==> src/rtl/acc_result_collector_l10_pkg.sv <==
// Shared L10 datapath constants for the result-collection stage.
package acc_result_collector_l10_pkg;

  localparam int unsigned LAT_L10        = 4;
  localparam int unsigned RES_W          = 16;
  localparam int unsigned RES_FIFO_DEPTH = 8;

endpackage

==> src/rtl/acc_result_collector_l10_fifo.sv <==
// Synchronous FIFO with extra-MSB pointers; simultaneous push/pop is accepted even when full.
module sync_fifo_l10
  import acc_result_collector_l10_pkg::*;
#(
  parameter int unsigned DW    = RES_W,
  parameter int unsigned DEPTH = RES_FIFO_DEPTH
) (
  input  logic                     clk,
  input  logic                     rst,
  input  logic                     clr,
  input  logic                     push,
  input  logic                     pop,
  input  logic [DW-1:0]            wdata,
  output logic [DW-1:0]            rdata,
  output logic                     full,
  output logic                     empty,
  output logic [$clog2(DEPTH):0]   count
);

  localparam int unsigned AW = $clog2(DEPTH);

  logic [DW-1:0] mem_q [DEPTH];
  logic [AW:0]   wr_q, wr_d;
  logic [AW:0]   rd_q, rd_d;
  logic          push_ok;
  logic          pop_ok;

  assign empty   = (wr_q == rd_q);
  assign full    = (wr_q[AW] != rd_q[AW]) && (wr_q[AW-1:0] == rd_q[AW-1:0]);
  assign count   = wr_q - rd_q;
  assign rdata   = empty ? '0 : mem_q[rd_q[AW-1:0]];
  assign pop_ok  = pop & ~empty;
  // A pop frees the slot this edge, so a full FIFO may still take a push.
  assign push_ok = push & (~full | pop_ok);

  always_comb begin
    wr_d = wr_q;
    rd_d = rd_q;
    if (clr) begin
      wr_d = '0;
      rd_d = '0;
    end else begin
      if (push_ok) wr_d = wr_q + (AW+1)'(1);
      if (pop_ok)  rd_d = rd_q + (AW+1)'(1);
    end
  end

  always_ff @(posedge clk or posedge rst) begin
    if (rst) begin
      wr_q <= '0;
      rd_q <= '0;
    end else begin
      wr_q <= wr_d;
      rd_q <= rd_d;
    end
  end

  always_ff @(posedge clk) begin
    if (push_ok && !clr) mem_q[wr_q[AW-1:0]] <= wdata;
  end

endmodule

==> src/rtl/acc_result_collector_l10.sv <==
// Tracks adder-tree latency for pixel-final chunks, captures ReLU results into a FIFO,
// drains them over valid/ready and back-pressures the feeder.
module acc_result_collector_l10
  import acc_result_collector_l10_pkg::*;
#(
  parameter int unsigned LAT   = LAT_L10,
  parameter int unsigned DEPTH = RES_FIFO_DEPTH,
  parameter int unsigned DW    = RES_W
) (
  input  logic                     clk,
  input  logic                     rst,
  input  logic                     flush,
  input  logic                     chunk_valid,
  input  logic                     chunk_last,
  input  logic [DW-1:0]            tree_out,
  output logic [DW-1:0]            res_data,
  output logic                     res_valid,
  input  logic                     res_ready,
  output logic                     stall,
  output logic [$clog2(DEPTH):0]   fifo_count,
  output logic                     overflow
);

  localparam int unsigned CW = $clog2(DEPTH) + 1;
  localparam int unsigned IW = $clog2(LAT + 1);
  localparam int unsigned SW = ((CW > IW) ? CW : IW) + 1;

  logic [LAT-1:0] dl_q, dl_d;
  logic [IW-1:0]  inflight;
  logic           overflow_q, overflow_d;
  logic           capture;
  logic           pop;
  logic           full;
  logic           empty;

  assign capture = dl_q[LAT-1];
  assign pop     = res_valid & res_ready;

  always_comb begin
    dl_d       = flush ? '0 : LAT'({dl_q, chunk_valid & chunk_last});
    overflow_d = flush ? 1'b0 : (overflow_q | (capture & full & ~pop));
  end

  always_ff @(posedge clk or posedge rst) begin
    if (rst) begin
      dl_q       <= '0;
      overflow_q <= 1'b0;
    end else begin
      dl_q       <= dl_d;
      overflow_q <= overflow_d;
    end
  end

  // Results still travelling through the tree already own a FIFO slot.
  always_comb begin
    inflight = '0;
    for (int i = 0; i < LAT; i++) inflight = inflight + IW'(dl_q[i]);
  end

  assign stall     = (SW'(fifo_count) + SW'(inflight)) >= SW'(DEPTH);
  assign res_valid = ~empty;
  assign overflow  = overflow_q;

  sync_fifo_l10 #(
    .DW    (DW),
    .DEPTH (DEPTH)
  ) u_fifo (
    .clk   (clk),
    .rst   (rst),
    .clr   (flush),
    .push  (capture),
    .pop   (pop),
    .wdata (tree_out),
    .rdata (res_data),
    .full  (full),
    .empty (empty),
    .count (fifo_count)
  );

endmodule
==> config.mk <==
export PLATFORM = sky130hd
export DESIGN_NAME = acc_result_collector_l10
export DESIGN_NICKNAME = d
export VERILOG_FILES = /design/src/rtl/acc_result_collector_l10_pkg.sv /design/src/rtl/acc_result_collector_l10_fifo.sv /design/src/rtl/acc_result_collector_l10.sv
export SDC_FILE = /design/constraint.sdc
export NUM_CORES = 1
export LEC_CHECK = 0
export ABC_AREA = 1
export ABC_CLOCK_PERIOD_IN_PS = 4540
export CORE_ASPECT_RATIO = 0.7
export CORE_UTILIZATION = 61
export CTS_BUF_LIST = sky130_fd_sc_hd__clkbuf_16
export CTS_CLUSTER_DIAMETER = 80
export DETAILED_ROUTE_END_ITERATION = 8
export PLACE_DENSITY = 0.81
export SLEW_MARGIN = 20
export SYNTH_ARGS = -nofsm -noshare
export SYNTH_HDL_FRONTEND = slang
export SYNTH_SLANG_ARGS = --single-unit
==> constraint.sdc <==
create_clock -name clk -period 4.54 [get_ports clk]
set_input_delay 0.908 -clock clk [delete_from_list [all_inputs] [get_ports clk]]
set_output_delay 0.908 -clock clk [all_outputs]
set_load 0.05 [all_outputs]
After elaboration in Yosys (flattened, before gate mapping)
Memory sizes are Yosys's and may differ from the RTL's.
Cells that the tools add are included.
{ "op_classes": {"addsub": 7, "magnitude_cmp": 1, "n_eq_ne": 3, "mux": 9, "bitwise": 11, "n_reduce_logical": 5} }
{ "ops": {"columns": ["op", "n"], "rows": [
  ["4-bit 2-to-1 mux", 5],
  ["16-bit 2-to-1 mux", 1],
  ["4-bit by 1-bit adder with 4-bit output (second input constant)", 2],
  ["1-bit AND", 6],
  ["4-bit by 3-bit adder with 5-bit output", 1],
  ["5-bit by 4-bit greater-or-equal comparator with 1-bit output (second input constant)", 1],
  ["4-bit equality test", 1],
  ["2-bit nonzero test", 2],
  ["4-bit subtractor", 1],
  ["2-bit by 1-bit adder with 3-bit output", 1],
  ["3-bit by 1-bit adder with 3-bit output", 1],
  ["3-bit equality test", 1],
  ["1-bit 2-to-1 mux", 3],
  ["1-bit NOT", 3],
  ["1-bit by 1-bit adder with 2-bit output", 1],
  ["1-bit logical AND", 2],
  ["1-bit bitwise OR", 2],
  ["1-bit zero test", 1],
  ["1-bit != test", 1]
]} }
{ "word_totals": {"register_bits": 13, "ramBits": 128, "in_bits": 22, "elab_cells": 41, "memories": 1} }
{ "mem_list": {"columns": ["memory", "words", "word_bits", "rd", "rd_clocked_by_memory_dff", "wr", "line_no", "text"], "rows": [
  ["u_fifo.mem_q", 8, 16, 1, 0, 1, "acc_result_collector_l10_fifo.sv:22", "logic [DW-1:0] mem_q [DEPTH];"]
]} }

Longest topological paths before layout
Gate-level depths: netlist of run 1.
{ "depth": {"depth_word": 9, "depth_mapped": 12} }

Modules after synthesis
From an unflattened synthesis of run 1, not the netlist that was laid out.
{ "hier_totals": {"cells_unflattened": 627, "hier_area_um2": 6449.9} }
{ "modules_own_cells": {"columns": ["mod", "n_inst", "cells_each", "area_each_um2", "seq_area_each_um2"], "rows": [
  ["sync_fifo_l10", 1, 591, 6129.6, 4043.9],
  ["acc_result_collector_l10", 1, 36, 320.3, 125.1]
]} }

Least setup slack after synthesis of run 1
Ideal clock, no wire load.
{ "synth_path": {"path_kind": "reg-to-output", "startpoint": "register u_fifo.wr_q[0]", "endpoint": "output stall", "t_arrival_ps": 2866, "t_required_ps": 3632, "path_slack_ps": 766, "stages_incl_launch_ff": 11, "n_path_buf": 0, "path_cell_list": "dfrtp_1 -> inv_1 -> ha_1 -> inv_1 -> fa_1 -> inv_1 -> fa_1 -> fa_1 -> nand2_1 -> nand2_1 -> nand2_1"} }
{ "synth_between": {"elab_chain_len": 3} }
{ "synth_lines": {"columns": ["item", "line_no", "text"], "rows": [
  ["start: declaration", "acc_result_collector_l10_fifo.sv:23", "logic [AW:0] wr_q, wr_d;"],
  ["start signal: assignment", "acc_result_collector_l10_fifo.sv:53", "wr_q <= wr_d;"],
  ["4-bit subtractor", "acc_result_collector_l10_fifo.sv:30", "assign count = wr_q - rd_q;"],
  ["net fifo_count[0]", "acc_result_collector_l10.sv:20", "output logic [$clog2(DEPTH):0] fifo_count,"],
  ["4-bit by 3-bit adder with 5-bit output", "acc_result_collector_l10.sv:60", "assign stall = (SW'(fifo_count) + SW'(inflight)) >= SW'(DEPTH);"],
  ["5-bit by 4-bit greater-or-equal comparator with 1-bit output", "acc_result_collector_l10.sv:60", null],
  ["end: declaration", "acc_result_collector_l10.sv:19", "output logic stall,"]
]} }
The timed path passes the listed nets, and every way through them passes these cells.

Final worst setup path of run 1
{ "layout_path": {"startpoint": "register u_fifo.rd_q[0]", "endpoint": "output res_data[5]"} }
{ "layout_between": {"elab_chain_len": 2, "word_cells_on_any_way": 3} }
{ "layout_lines": {"columns": ["item", "line_no", "text"], "rows": [
  ["start: declaration", "acc_result_collector_l10_fifo.sv:24", "logic [AW:0] rd_q, rd_d;"],
  ["start signal: assignment", "acc_result_collector_l10_fifo.sv:54", "rd_q <= rd_d;"],
  ["memory 8 x 16 bit or 4-bit equality test (tied branches)", null, null],
  ["16-bit 2-to-1 mux (*)", "acc_result_collector_l10_fifo.sv:31", "assign rdata = empty ? '0 : mem_q[rd_q[AW-1:0]];"],
  ["end: declaration", "acc_result_collector_l10.sv:16", "output logic [DW-1:0] res_data,"]
]} }
Mark *: on every way between the ends. The rest lies on a longest branch, timed or not.

==> out/results.txt, run 1 <==
status = complete, no violations
mapped cell area = 6195 sq um
clk slew on worst S/H paths = 0.06 ns
vias in the first global route = 4389
GRT Overall Usage = 28.94%
Hold Buf Count CTS = 0
FF-to-FF path depth = 8
fin crit period = 4.229 ns
FF+latch count, synth = 141
Die Wd = 122.4 microns
startpoint type of the worst setup path = flop
register share of total power = 48.3%
CP required = 3.63 ns
Die ar. = 10570 sq um
internal power = 2.363 mW
Slew headroom = 35.84%
Comb power frac = 3.6%
Synth Area in XOR/XNOR = 0.4242%
Max VDD drop = 349.0 uV
post-synthesis adder-cell area fraction = 2.505%
largest family of logic cells by synthesized area = simple AND/OR/NAND/NOR gates
Starting Density = 63.23%
sw power = 574.1 uW
# IOs = 45
routed wire length = 13.88 mm
Area Overhead vs Synth = 21.13%
synth warn = 0
CP Max Fanout = 69
max-slew violations = 0
Max clock buf depth = 2
Post-Syn Nets = 625
post-synthesis compound-gate area fraction = 4.120%
IO Port Bufs = 44
largest net degree at the start of global routing = 70
Fin Setup TNS = 0 ns
sw frac = 19.55%
CTS sink cnt = 141
gpl congestion = 0.7900
Detailed Route Iter0 Violations = 466
via count = 4384
Clock Power Share = 48.1%
endpoints failing setup = 0
CTS tree = built
Mapped Cells = 593
Syn Area/Cell = 10.45 sq um
reg-to-reg endpoint = u_fifo.mem_q[1][11]$_DFFE_PP_
remaining global-route overflow = 0
P_leak = 2.952 nW
register area share after synthesis = 67.30%
Hold Path Class = reg -> reg
Detailed Place HPWL = 7.550 mm
crit path capture = res_data[5]
final net count = 671
Num CTS Buffers = 17
number of remaining DRC errors = 0
first-pass GRT wire length = 22.00 mm
Worst Path Arrival = 3.32 ns
Critical Setup Path Class = reg -> out
# rows = 30
Post-Synth Simple-Gate Area = 19.55%
FF-to-FF setup slack = 1.03 ns
worst slew pin tran = 0.9613 ns
Clock Latency Late Sink = 0.41 ns
ant diodes = 0
Antenna Nets Post-Route = 0
DR pass1 iterations = 5
Max Freq = 0.2365 GHz
post-CTS setup buffer count = 0
Avg WL per Cell = 17.80 microns
Worst setup startpoint = u_fifo.rd_q[0]$_DFFE_PP0P_
initial antenna violation count = 0
Chip Height = 86.31 microns
RSZ-0062 raised after global routing = no
PwrDens = 391.4 nW/um^2
total of max-cap violations = 0
depth of the CTS H-tree = 4
mux contribution to synthesized area = 0%
crit end category = output port
via-per-instance ratio = 5.621
Crit Reg-Reg Startpoint = u_fifo.rd_q[2]$_DFFE_PP0P_
Tot Pwr = 2.937 mW
post-CTS sizing = 0
post-route clock period utilization = 93.15%
share of layout cells above drive strength 1 = 9.202%
clock skew = 0.007126 ns
Final Hold Viols = 0
Cell variety after synth = 22
Core ar. = 9797 sq um
root cell of the clock tree = clkbuf_16
-- state kept, by name (all words and copies together) (netlist names) --
register      count
dl_q              4
overflow          1
u_fifo.mem_q    128
u_fifo.rd_q       4
u_fifo.wr_q       4
-- worst max-delay path: stages, from the launching register on --
cell	delay (ns)
dfrtp_2	0.36
buf_4	0.56
clkinv_2	0.96
nand2_1	0.32
nand3_1	0.12
nand3_1	0.11
nand2_1	0.08
nor2_1	0.20
buf_12	0.17
-- kinds of logic after synthesis --
| kind of cell | after synthesis |
|---|---|
| simple gates | 300 |
| flops | 141 |
| buf+inv | 88 |
| compound gates | 51 |
| fa+ha+maj | 10 |
| xor+xnor | 3 |
-- per-stage QoR --
| stage | cells | utilization, % | setup WS, ns | area (sq um) | hold slack (ns) |
|---|---|---|---|---|---|
| 6_report | 780 | 76.59 | 0.3112 | 7503 | 0.5094 |
| 2_1_floorplan | 593 | - | 0.7662 | 6195 | 0.4663 |
| 5_1_grt | 780 | 76.59 | 0.04558 | 7503 | 0.5342 |
| 4_1_cts | 780 | 76.58 | 0.4583 | 7502 | 0.5109 |
| 3_5_place_dp | 748 | 70.41 | 0.9443 | 6898 | 0.5026 |
| 3_3_place_gp | 748 | 70.41 | 1.028 | 6898 | 0.4871 |
-- power groups by stage --
stage / sequential (mW) / combinational, mW / clock (mW)
global placement: 1.45 / 0.0994 / 0
global route: 1.42 / 0.114 / 1.47
finish: 1.42 / 0.105 / 1.41
CTS: 1.42 / 0.105 / 1.42
detailed placement: 1.45 / 0.104 / 0
floorplan: 1.45 / 0.0483 / 0
-- placed cells by master, fill, tap and decap left out, drive strengths merged, types with 3 or more instances in the layout --
master | synthesis | layout
bufinv | 0 | 4
a21oi | 3 | 3
clkinvlp | 0 | 3
nor2 | 97 | 97
fa | 4 | 4
ha | 6 | 6
clkinv | 1 | 9
nand3 | 54 | 54
nand4 | 6 | 6
inv | 58 | 58
dfrtp | 13 | 13
nand2 | 143 | 143
buf | 21 | 30
edfxtp | 128 | 128
clkdlybuf4s50 | 0 | 26
clkbuf | 8 | 17
o21ai | 48 | 48
-- area by class of cell --
class                      count  area [sq um]
sequential                   141          4170
fill                         572          2293
multi-input combinational    364          1648
timing repair buffer          56         698.2
clock buffer                  17         425.4
inverter                      59         222.7
clock inverter                15         178.9
tap                          128         160.2
-- cells in the mapped netlist --
| cell type | count | area share [%] |
|---|---|---|
| nor2_1 | 97 | 5.9 |
| xor2_1 | 2 | 0.28 |
| o21ai_1 | 11 | 0.89 |
| buf_1 | 1 | 0.061 |
| dfrtp_1 | 13 | 5.3 |
| fa_1 | 4 | 1.3 |
| nand4_1 | 6 | 0.61 |
| clkbuf_1 | 8 | 0.48 |
| clkinv_1 | 1 | 0.061 |
| buf_6 | 2 | 0.36 |
| edfxtp_1 | 128 | 62 |
| ha_1 | 6 | 1.2 |
| buf_2 | 14 | 1.1 |
| inv_2 | 2 | 0.12 |
| inv_1 | 56 | 3.4 |
| nand2_1 | 142 | 8.6 |
| xnor2_1 | 1 | 0.14 |
| nand3_1 | 54 | 4.4 |
| o21ai_0 | 37 | 3.0 |
| buf_4 | 4 | 0.48 |
| nand2_2 | 1 | 0.10 |
| a21oi_1 | 3 | 0.24 |
-- per-layer routing --
layer	share of wire, %	global-route usage (%)
met4	2.0	15.52
met3	7.9	8.553
met1	41	36.66
met2	49	45.40
met5	0	0
-- worst min-delay path by stage --
| stage | start | endpoint | slack (ns) | depth (start not counted) |
|---|---|---|---|---|
| 4_1_cts | dl_q[2]$_DFF_PP0_ | dl_q[3]$_DFF_PP0_ | 0.51 | 2 |
| 3_5_place_dp | dl_q[2]$_DFF_PP0_ | dl_q[3]$_DFF_PP0_ | 0.50 | 2 |
| 6_report | dl_q[2]$_DFF_PP0_ | dl_q[3]$_DFF_PP0_ | 0.51 | 2 |
| 2_1_floorplan | dl_q[1]$_DFF_PP0_ | dl_q[2]$_DFF_PP0_ | 0.47 | 2 |
| 5_1_grt | dl_q[0]$_DFF_PP0_ | dl_q[1]$_DFF_PP0_ | 0.53 | 2 |
| 3_3_place_gp | dl_q[2]$_DFF_PP0_ | dl_q[3]$_DFF_PP0_ | 0.49 | 2 |
Power figures use the tool's default switching activity.
==> inputs of run 2 (changes only) <==
--- a/config.mk
+++ b/config.mk
@@ -8,9 +8,11 @@
 export ABC_AREA = 1
 export ABC_CLOCK_PERIOD_IN_PS = 4540
 export CORE_ASPECT_RATIO = 0.7
+export CORE_MARGIN = 3
 export CORE_UTILIZATION = 61
 export CTS_BUF_LIST = sky130_fd_sc_hd__clkbuf_16
 export CTS_CLUSTER_DIAMETER = 80
+export CTS_CLUSTER_SIZE = 40
 export DETAILED_ROUTE_END_ITERATION = 8
 export PLACE_DENSITY = 0.81
 export SLEW_MARGIN = 20
==> out/results.txt, run 2 (synthesis gave the netlist of run 1 again) <==
Area Overhead vs Synth = 21.41%
fin util = 76.77%
number of remaining DRC errors = 0
via-per-instance ratio = 5.601
post-CTS sizing = 0
Die ar. = 11420 sq um
Num CTS Buffers = 17
first-pass GRT wire length = 21.89 mm
max-slew violations = 0
CTS tree = built
most frequent cells in the layout = nand2_1, edfxtp_1, nor2_1
Max Freq = 0.2367 GHz
critical path cell sequence = buf_4 -> clkinv_2 -> nand2_1 -> nand3_1 -> nand3_1 -> nand2_1 -> nor2_1 -> buf_12
fin crit period = 4.224 ns
hold_ws = 0.5150 ns
Core ar. = 9797 sq um
final net count = 671
Avg WL per Cell = 17.69 microns
total of max-cap violations = 0
filler instances = 598
clk slew on worst S/H paths = 0.06 ns
Detailed Place HPWL = 7.559 mm
startpoint type of the worst setup path = flop
routed wire length = 13.80 mm
Worst Path Arrival = 3.32 ns
Critical Setup Path Class = reg -> out
# IOs = 45
Detailed Route Iter0 Violations = 480
crit end category = output port
root cell of the clock tree = clkbuf_16
Top delay family on crit path = buffers and inverters
ant diodes = 0
status = complete, no violations
Final Non-Filler Cells = 780
# rows = 30
Place WS = 0.8970 ns
RSZ-0062 raised after global routing = no
Final Hold Viols = 0
Antenna Nets Post-Route = 0
CP Max Fanout = 69
endpoints failing setup = 0
Slowest Stage Delay on Critical Path = 0.96 ns
Max clock buf depth = 2
clock skew = 0.006792 ns
GRT Overall Usage = 25.03%
Tot Pwr = 2.969 mW
Clock Latency Late Sink = 0.41 ns
most common cell after layout, fill and taps aside = nand2_1
share of layout cells above drive strength 1 = 9.969%
remaining global-route overflow = 0
initial antenna violation count = 0
Crit-path slowest cell = clkinv_2
Largest register FFs = 128
Slew headroom = 29.63%
largest net degree at the start of global routing = 70
PwrDens = 394.8 nW/um^2
final instance area = 7521 sq um
Fin Setup TNS = 0 ns
Die Wd = 126.4 microns
CP required = 3.63 ns
vias in the first global route = 4206
Final WS setup = 0.3158 ns
CTS sink cnt = 141
Starting Density = 63.23%
cell count after placement = 748
via count = 4369
Hold Buf Count CTS = 0
Chip Height = 90.31 microns
worst slew pin tran = 1.052 ns
Hold Path Class = reg -> reg
Max VDD drop = 664.3 uV
depth of the CTS H-tree = 4
Area after DPL = 6898 sq um
post-CTS setup buffer count = 0
IO Port Bufs = 44
P_leak = 2.949 nW
WP buf/inv = 3
gpl congestion = 0.8117
post-route clock period utilization = 93.04%
DR pass1 iterations = 5
==> run 2: routing by layer <==
metal | up-vias | part of all wire [%] | track usage (%)
met5 | - | 0 | 0
met4 | 0 | 1.1 | 6.607
met3 | 20 | 7.4 | 6.324
met2 | 182 | 49 | 40.54
met1 | 2115 | 42 | 34.34
li1 | 2052 | - | -
==> run 2: worst paths after layout <==
kind                                       startpoint  cells after the start  slack (ns)                            to
max                        u_fifo.rd_q[0]$_DFFE_PP0P_                      8        0.32                  res_data[14]
max reg2reg                u_fifo.rd_q[2]$_DFFE_PP0P_                      8        0.96  u_fifo.mem_q[0][9]$_DFFE_PP_
min                                overflow$_DFF_PP0_                      2        0.51            overflow$_DFF_PP0_
min reg2reg                        overflow$_DFF_PP0_                      2        0.51            overflow$_DFF_PP0_
min in group asynchronous                         rst                      2        0.84             dl_q[1]$_DFF_PP0_
max in group asynchronous                         rst                      2        3.32    u_fifo.rd_q[0]$_DFFE_PP0P_
==> run 2: cell type report <==
type	instances	area, sq um	share of cell area, %
sequential	141	4170	55.45
clock buffer	17	425.4	5.656
inverter	59	222.7	2.961
clock inverter	15	196.4	2.612
multi-input combinational	364	1648	21.91
timing repair buffer	56	698.2	9.283
tap	128	160.2	2.129
==> run 2: worst min-delay path: stages (launching register included) <==
cell and delay (ns):
dfrtp_1 0.37, inv_1 0.05, a21oi_1 0.05
==> run 2: power by group <==
group          total, mW  switching [mW]  internal (mW)  leakage [nW]
Clock               1.45           0.529          0.916         0.285
Combinational      0.105          0.0656         0.0391          1.33
Sequential          1.42         0.00113           1.42          1.33
Total               2.97           0.596           2.37          2.95
==> RTL change 1, RTL diff (flow settings as in run 1) <==
`RES_FIFO_DEPTH`: 8 -> 16.
--- a/src/rtl/acc_result_collector_l10_pkg.sv
+++ b/src/rtl/acc_result_collector_l10_pkg.sv
@@ -5,3 +5,3 @@
   localparam int unsigned RES_W          = 16;
-  localparam int unsigned RES_FIFO_DEPTH = 8;
+  localparam int unsigned RES_FIFO_DEPTH = 16;
 
Ports: changed (resized fifo_count); port bits go from 45 to 46. The function was not compared with the original's and may differ.
==> RTL change 1 against run 1 <==
Routed wire length rose by 100%. Final area is 81% higher. Sequential cell count up 130. Combinational power up 32%. Global-route usage is 0.13 points higher. Largest power group unchanged. Total power is 63% higher. Area after synthesis increased by 95%. Worst setup slack better by 0.16 ns.
==> RTL change 1: results (changes against run 1) <==
The flow ran to the end, and the final reports show no timing, DRC or antenna violations. The detailed-route wire length per cell was 18.39 µm (+3.3%). The total routed wire length on the met1 layer came out at 11150 µm (+97%). The non-filler instance count after layout is 1536 (+97%), and the share of the synthesized area in compound gates (AO/OA/AOI/OAI) is 1.163% (-3.0 points). The maximum clock path buffer count came out at 3 (+1).

The run gives 0.8360 (+5.8%) as the global placement routability congestion. The H-tree depth reported by CTS was 1 (-3); the maximum VDD drop was 0.3546 mV (+1.6%). The logs give 28 (+27%) for the distinct cell type count of the synthesized netlist and 36.69% (+0.85 points) for the worst slew margin relative to its limit. The synthesized instance count was 1205 (+100%); the largest driver fanout on the critical path was 39 (-43%). The arithmetic-cell share of the synthesized area counting full adders, half adders and majority gates works out to 1.475% (-1.0 points).

In the post-synthesis netlist, the biggest area contributors are sky130_fd_sc_hd__edfxtp_1 (64%), sky130_fd_sc_hd__nand2_1 (14%), sky130_fd_sc_hd__inv_1 (6.0%). The vias per cell works out to 5.398 (-4.0%). In this run the top signal layer used is met5. The total CTS buffers was 25 (+8); the area share of the largest cell type after synthesis was 63.80% (+1.8 points). The proportion of synthesized flip-flops having asynchronous set or reset works out to 5.535% (-3.7 points). The commonest cells after synthesis are sky130_fd_sc_hd__nand2_1 (459), sky130_fd_sc_hd__edfxtp_1 (256), sky130_fd_sc_hd__inv_1 (194). The worst endpoint data arrival time was 3.16 ns (-0.16 ns). Setup skew after layout: 0.009967 ns (+0.002841 ns). The critical path's largest stage delay was 0.75 ns (-0.21 ns); the overall track demand over capacity in global routing was 29.07% (+0.13 points).

The count of routing violations after the opening detailed-route iteration was 1060 (+130%). The sum of met2 wire segment lengths after detailed routing is 13450 µm (+96%), and the sequential fraction of the synthesis area is 66.92% (-0.38 points). The slack of the worst reg-to-reg path was 1.28 ns (+0.25 ns); the number of filler instances in the final layout was 1346 (+140%). The tools report the number of antenna violations at the first check in global routing as 1 (+1).
[RTL change 1: area by class of cell]
cell class | count | area share [%]
sequential | 271 | 59.48
multi-input combinational | 684 | 22.41
inverter | 198 | 5.488
timing repair buffer | 73 | 4.686
clock buffer | 25 | 4.612
tap | 264 | 2.435
clock inverter | 21 | 0.8855
[RTL change 1: layer usage]
layer  up-vias  track usage, %
met1      3895           41.47
li1       3941               -
met5         -               0
met4         2           8.390
met2       393           46.36
met3        61           5.046
[RTL change 1: through the flow]
stage	hold slack (ns)	area (µm²)	power [mW]
final	0.5269	13560	4.797
after global placement	0.5055	12820	2.926
after detailed placement	0.5140	12820	2.929
after CTS	0.5235	13560	4.808
after global routing	0.5375	13560	4.903
after floorplan	0.4580	12050	2.856
[RTL change 1: power by group]
group / internal (mW) / leakage (nW) / switching, mW
clock network: 1.06 / 0.401 / 0.863
registers: 2.73 / 2.50 / 0.00393
logic: 0.0397 / 3.01 / 0.0988
total: 3.83 / 5.92 / 0.966
[RTL change 1: logic make-up after synthesis]
group	Yosys count
and+or+nand+nor	635
DFF	271
buffers and inverters	250
AOI/OAI and AO/OA	27
adders and majority gates	13
xor gates and xnor gates	9
[RTL change 1: path summary, 6_finish.rpt]
check	from	to	cells after the start
setup / recovery	u_fifo.rd_q[0]	res_data[10]	11
setup reg to reg	u_fifo.rd_q[2]	u_fifo.mem_q[5][9]	11
max in group asynchronous	rst	u_fifo.rd_q[0]	2
hold reg to reg	dl_q[2]	dl_q[3]	2
hold / removal	dl_q[2]	dl_q[3]	2
min in group asynchronous	rst	overflow	2
==> RTL change 2, RTL diff (config.mk and constraints of run 1) <==
Without the edit above. Register the output `fifo_count`, cleared by the reset; this adds one clock of latency there. The other outputs are not delayed to match.
--- a/src/rtl/acc_result_collector_l10.sv
+++ b/src/rtl/acc_result_collector_l10.sv
@@ -26,2 +26,4 @@
   localparam int unsigned SW = ((CW > IW) ? CW : IW) + 1;
+
+  logic [$clog2(DEPTH):0] fifo_count_d;
 
@@ -59,3 +61,3 @@
 
-  assign stall     = (SW'(fifo_count) + SW'(inflight)) >= SW'(DEPTH);
+  assign stall     = (SW'(fifo_count_d) + SW'(inflight)) >= SW'(DEPTH);
   assign res_valid = ~empty;
@@ -76,5 +78,13 @@
     .empty (empty),
-    .count (fifo_count)
+    .count (fifo_count_d)
   );
 
+  always_ff @(posedge clk or posedge rst) begin
+    if (rst) begin
+      fifo_count <= '0;
+    end else begin
+      fifo_count <= fifo_count_d;
+    end
+  end
+
 endmodule
Check against the original RTL: not equivalent (Yosys sat finds a counterexample within 10 cycles, from zero or initial values and one cycle with rst high).
==> RTL change 2 against run 1 <==
Routed wire length rose by 3.6%. Sequential power increased by 3%. Critical endpoint is now res_data[12]. Final cell count up 0.90%. Highest routed layer unchanged. Sequential cell count grew 4. Utilization is 0.44 points higher. Area after synthesis up 1.6%. Largest power group unchanged. Largest cell class unchanged. Clock skew rose by 0.0033 ns. Total power down 0.37%. Final area up 1.4%. Sequential share of layout area is 0.58 points higher. Worst setup slack better by 0.0048 ns.
==> RTL change 2: results (changes against run 1) <==
Slew at the pin with the worst max-slew slack: 0.9651 ns (+0.003802 ns). The depth of the worst register-to-register path was 9 (+1). The logs give 2.00 ns (+0.97 ns) for the slack of the worst reg-to-reg path and 0.5009 ns (-0.008482 ns) for the final hold slack. The leakage power total came out at 3.023 nW (+2.4%). The number of nets produced by synthesis came out at 629 (+0.64%). The run gives 29.48% (+0.54 points) as the overall track demand over capacity in global routing.

The startpoint identified for the worst register-to-register timing path is u_fifo.rd_q[2]. By count the netlist is led by sky130_fd_sc_hd__nand2_1 (142), sky130_fd_sc_hd__edfxtp_1 (128), sky130_fd_sc_hd__nor2_1 (97). The vias per cell is 5.705 (+1.5%), and the sum of routed wire length over all layers is 14380 µm (+3.6%).

For the post-DP HPWL, the log shows 7865 µm (+4.2%). First-pass iteration count of the detailed router: 5 (unchanged). The number of filler instances in the final layout is 596 (+4.2%). The tools report the worst setup timing slack at the placement stage as 0.9710 ns (+0.02668 ns).

Proportion of synthesized flip-flops having asynchronous set or reset: 11.72% (+2.5 points). The number of global-route vias before repair is 4500 (+2.5%), and the count of routing violations after the opening detailed-route iteration is 498 (+6.9%). The cell depth of the worst hold path works out to 2 (unchanged).

The post-layout net count is 679 (+1.2%), and the cell area after layout is 7605 µm² (+1.4%). The placed cell area is 7028 µm² (+1.9%), and the fraction of layout cells with a size suffix above 1 is 9.560% (+0.36 points). The tools report the end of the worst register-to-register path as u_fifo.mem_q[4][4].

The tools report the worst hold path startpoint as dl_q[1]. The later pin in the worst-skew pair is clocked with a latency of 0.42 ns. By area the synthesized netlist is led by sky130_fd_sc_hd__edfxtp_1 (61%), sky130_fd_sc_hd__nand2_1 (8.5%), sky130_fd_sc_hd__dfrtp_1 (6.8%). The worst hold path terminates at dl_q[2].

Global placement routability congestion: 0.7777 (-1.6%). The run finished with clean final reports. The run gives 67.82% (+0.52 points) as the sequential fraction of the synthesis area. The run gives 0.3543 mV (+1.5%) as the maximum VDD drop.

The first-pass GRT wire length was 22690 µm (+3.2%). For this design, the slowest cell found on the critical path is sky130_fd_sc_hd__clkinv_2. The tools report the maximum clock path buffer count as 2 (unchanged).

The run gives 0.01041 ns (+0.003280 ns) as the setup skew after layout. The critical path's largest stage delay was 0.96 ns (about the same).
==> RTL change 2: cell types whose count changed after synthesis, sizes merged <==
cell   change
dfrtp      +4
==> RTL change 2: cell type report <==
type	count	share of cell area, %
multi-input combinational	364	21.67
timing repair buffer	60	9.576
clock inverter	14	1.974
inverter	59	2.929
tap	128	2.106
clock buffer	17	5.594
sequential	145	56.15
==> RTL change 2: per-layer routing <==
| metal | up-vias | wire [µm] | global-route usage, % |
|---|---|---|---|
| li1 | 2080 | - | - |
| met1 | 2141 | 5675 | 38.01 |
| met2 | 244 | 7243 | 48.15 |
| met3 | 25 | 1279 | 6.937 |
| met4 | 0 | 182 | 13.14 |
| met5 | - | 0 | 0 |
==> RTL change 2: worst max path at each step <==
stage / to / slack, ns / start / cells past startpoint
2_1_floorplan: stall / 1.02 / u_fifo.wr_q[0] / 10
3_3_place_gp: stall / 1.03 / u_fifo.wr_q[0] / 11
3_5_place_dp: stall / 0.97 / u_fifo.wr_q[0] / 11
4_1_cts: stall / 0.51 / u_fifo.wr_q[0] / 11
5_1_grt: res_data[12] / 0.13 / u_fifo.rd_q[0] / 8
6_report: res_data[12] / 0.32 / u_fifo.rd_q[0] / 8
==> RTL change 2: power by group <==
part	switching [mW]	internal (mW)
combinational	0.0659	0.0391
sequential	0.00143	1.45
clock	0.517	0.848
==> RTL change 2: cell families (layout without fill, tap and decap cells) <==
kind of cell,count (synthesis),count (layout),share of synthesized area [%]
xor gates and xnor gates,3,3,0.4175
AOI/OAI and AO/OA,51,51,4.055
DFF,145,145,67.82
and+or+nand+nor,300,300,19.24
adders and majority gates,10,10,2.465
buffers and inverters,88,150,6.003
==> RTL change 2: per-stage QoR <==
stage,power (mW),std cells
after detailed placement,1.587,756
after global placement,1.583,756
after CTS,2.939,787
final,2.926,787
after floorplan,1.532,597
after global routing,3.000,787
==> RTL change 2: worst reg2reg max path, cell delays in order (launching register included) <==
cell,delay [ns]
sky130_fd_sc_hd__dfrtp_1,0.33
sky130_fd_sc_hd__buf_4,0.30
sky130_fd_sc_hd__inv_1,0.10
sky130_fd_sc_hd__ha_1,0.37
sky130_fd_sc_hd__nand3_1,0.16
sky130_fd_sc_hd__nor2_1,0.07
sky130_fd_sc_hd__nand2_1,0.17
sky130_fd_sc_hd__nand4_1,0.23
sky130_fd_sc_hd__nor2_1,0.17
sky130_fd_sc_hd__buf_4,0.30
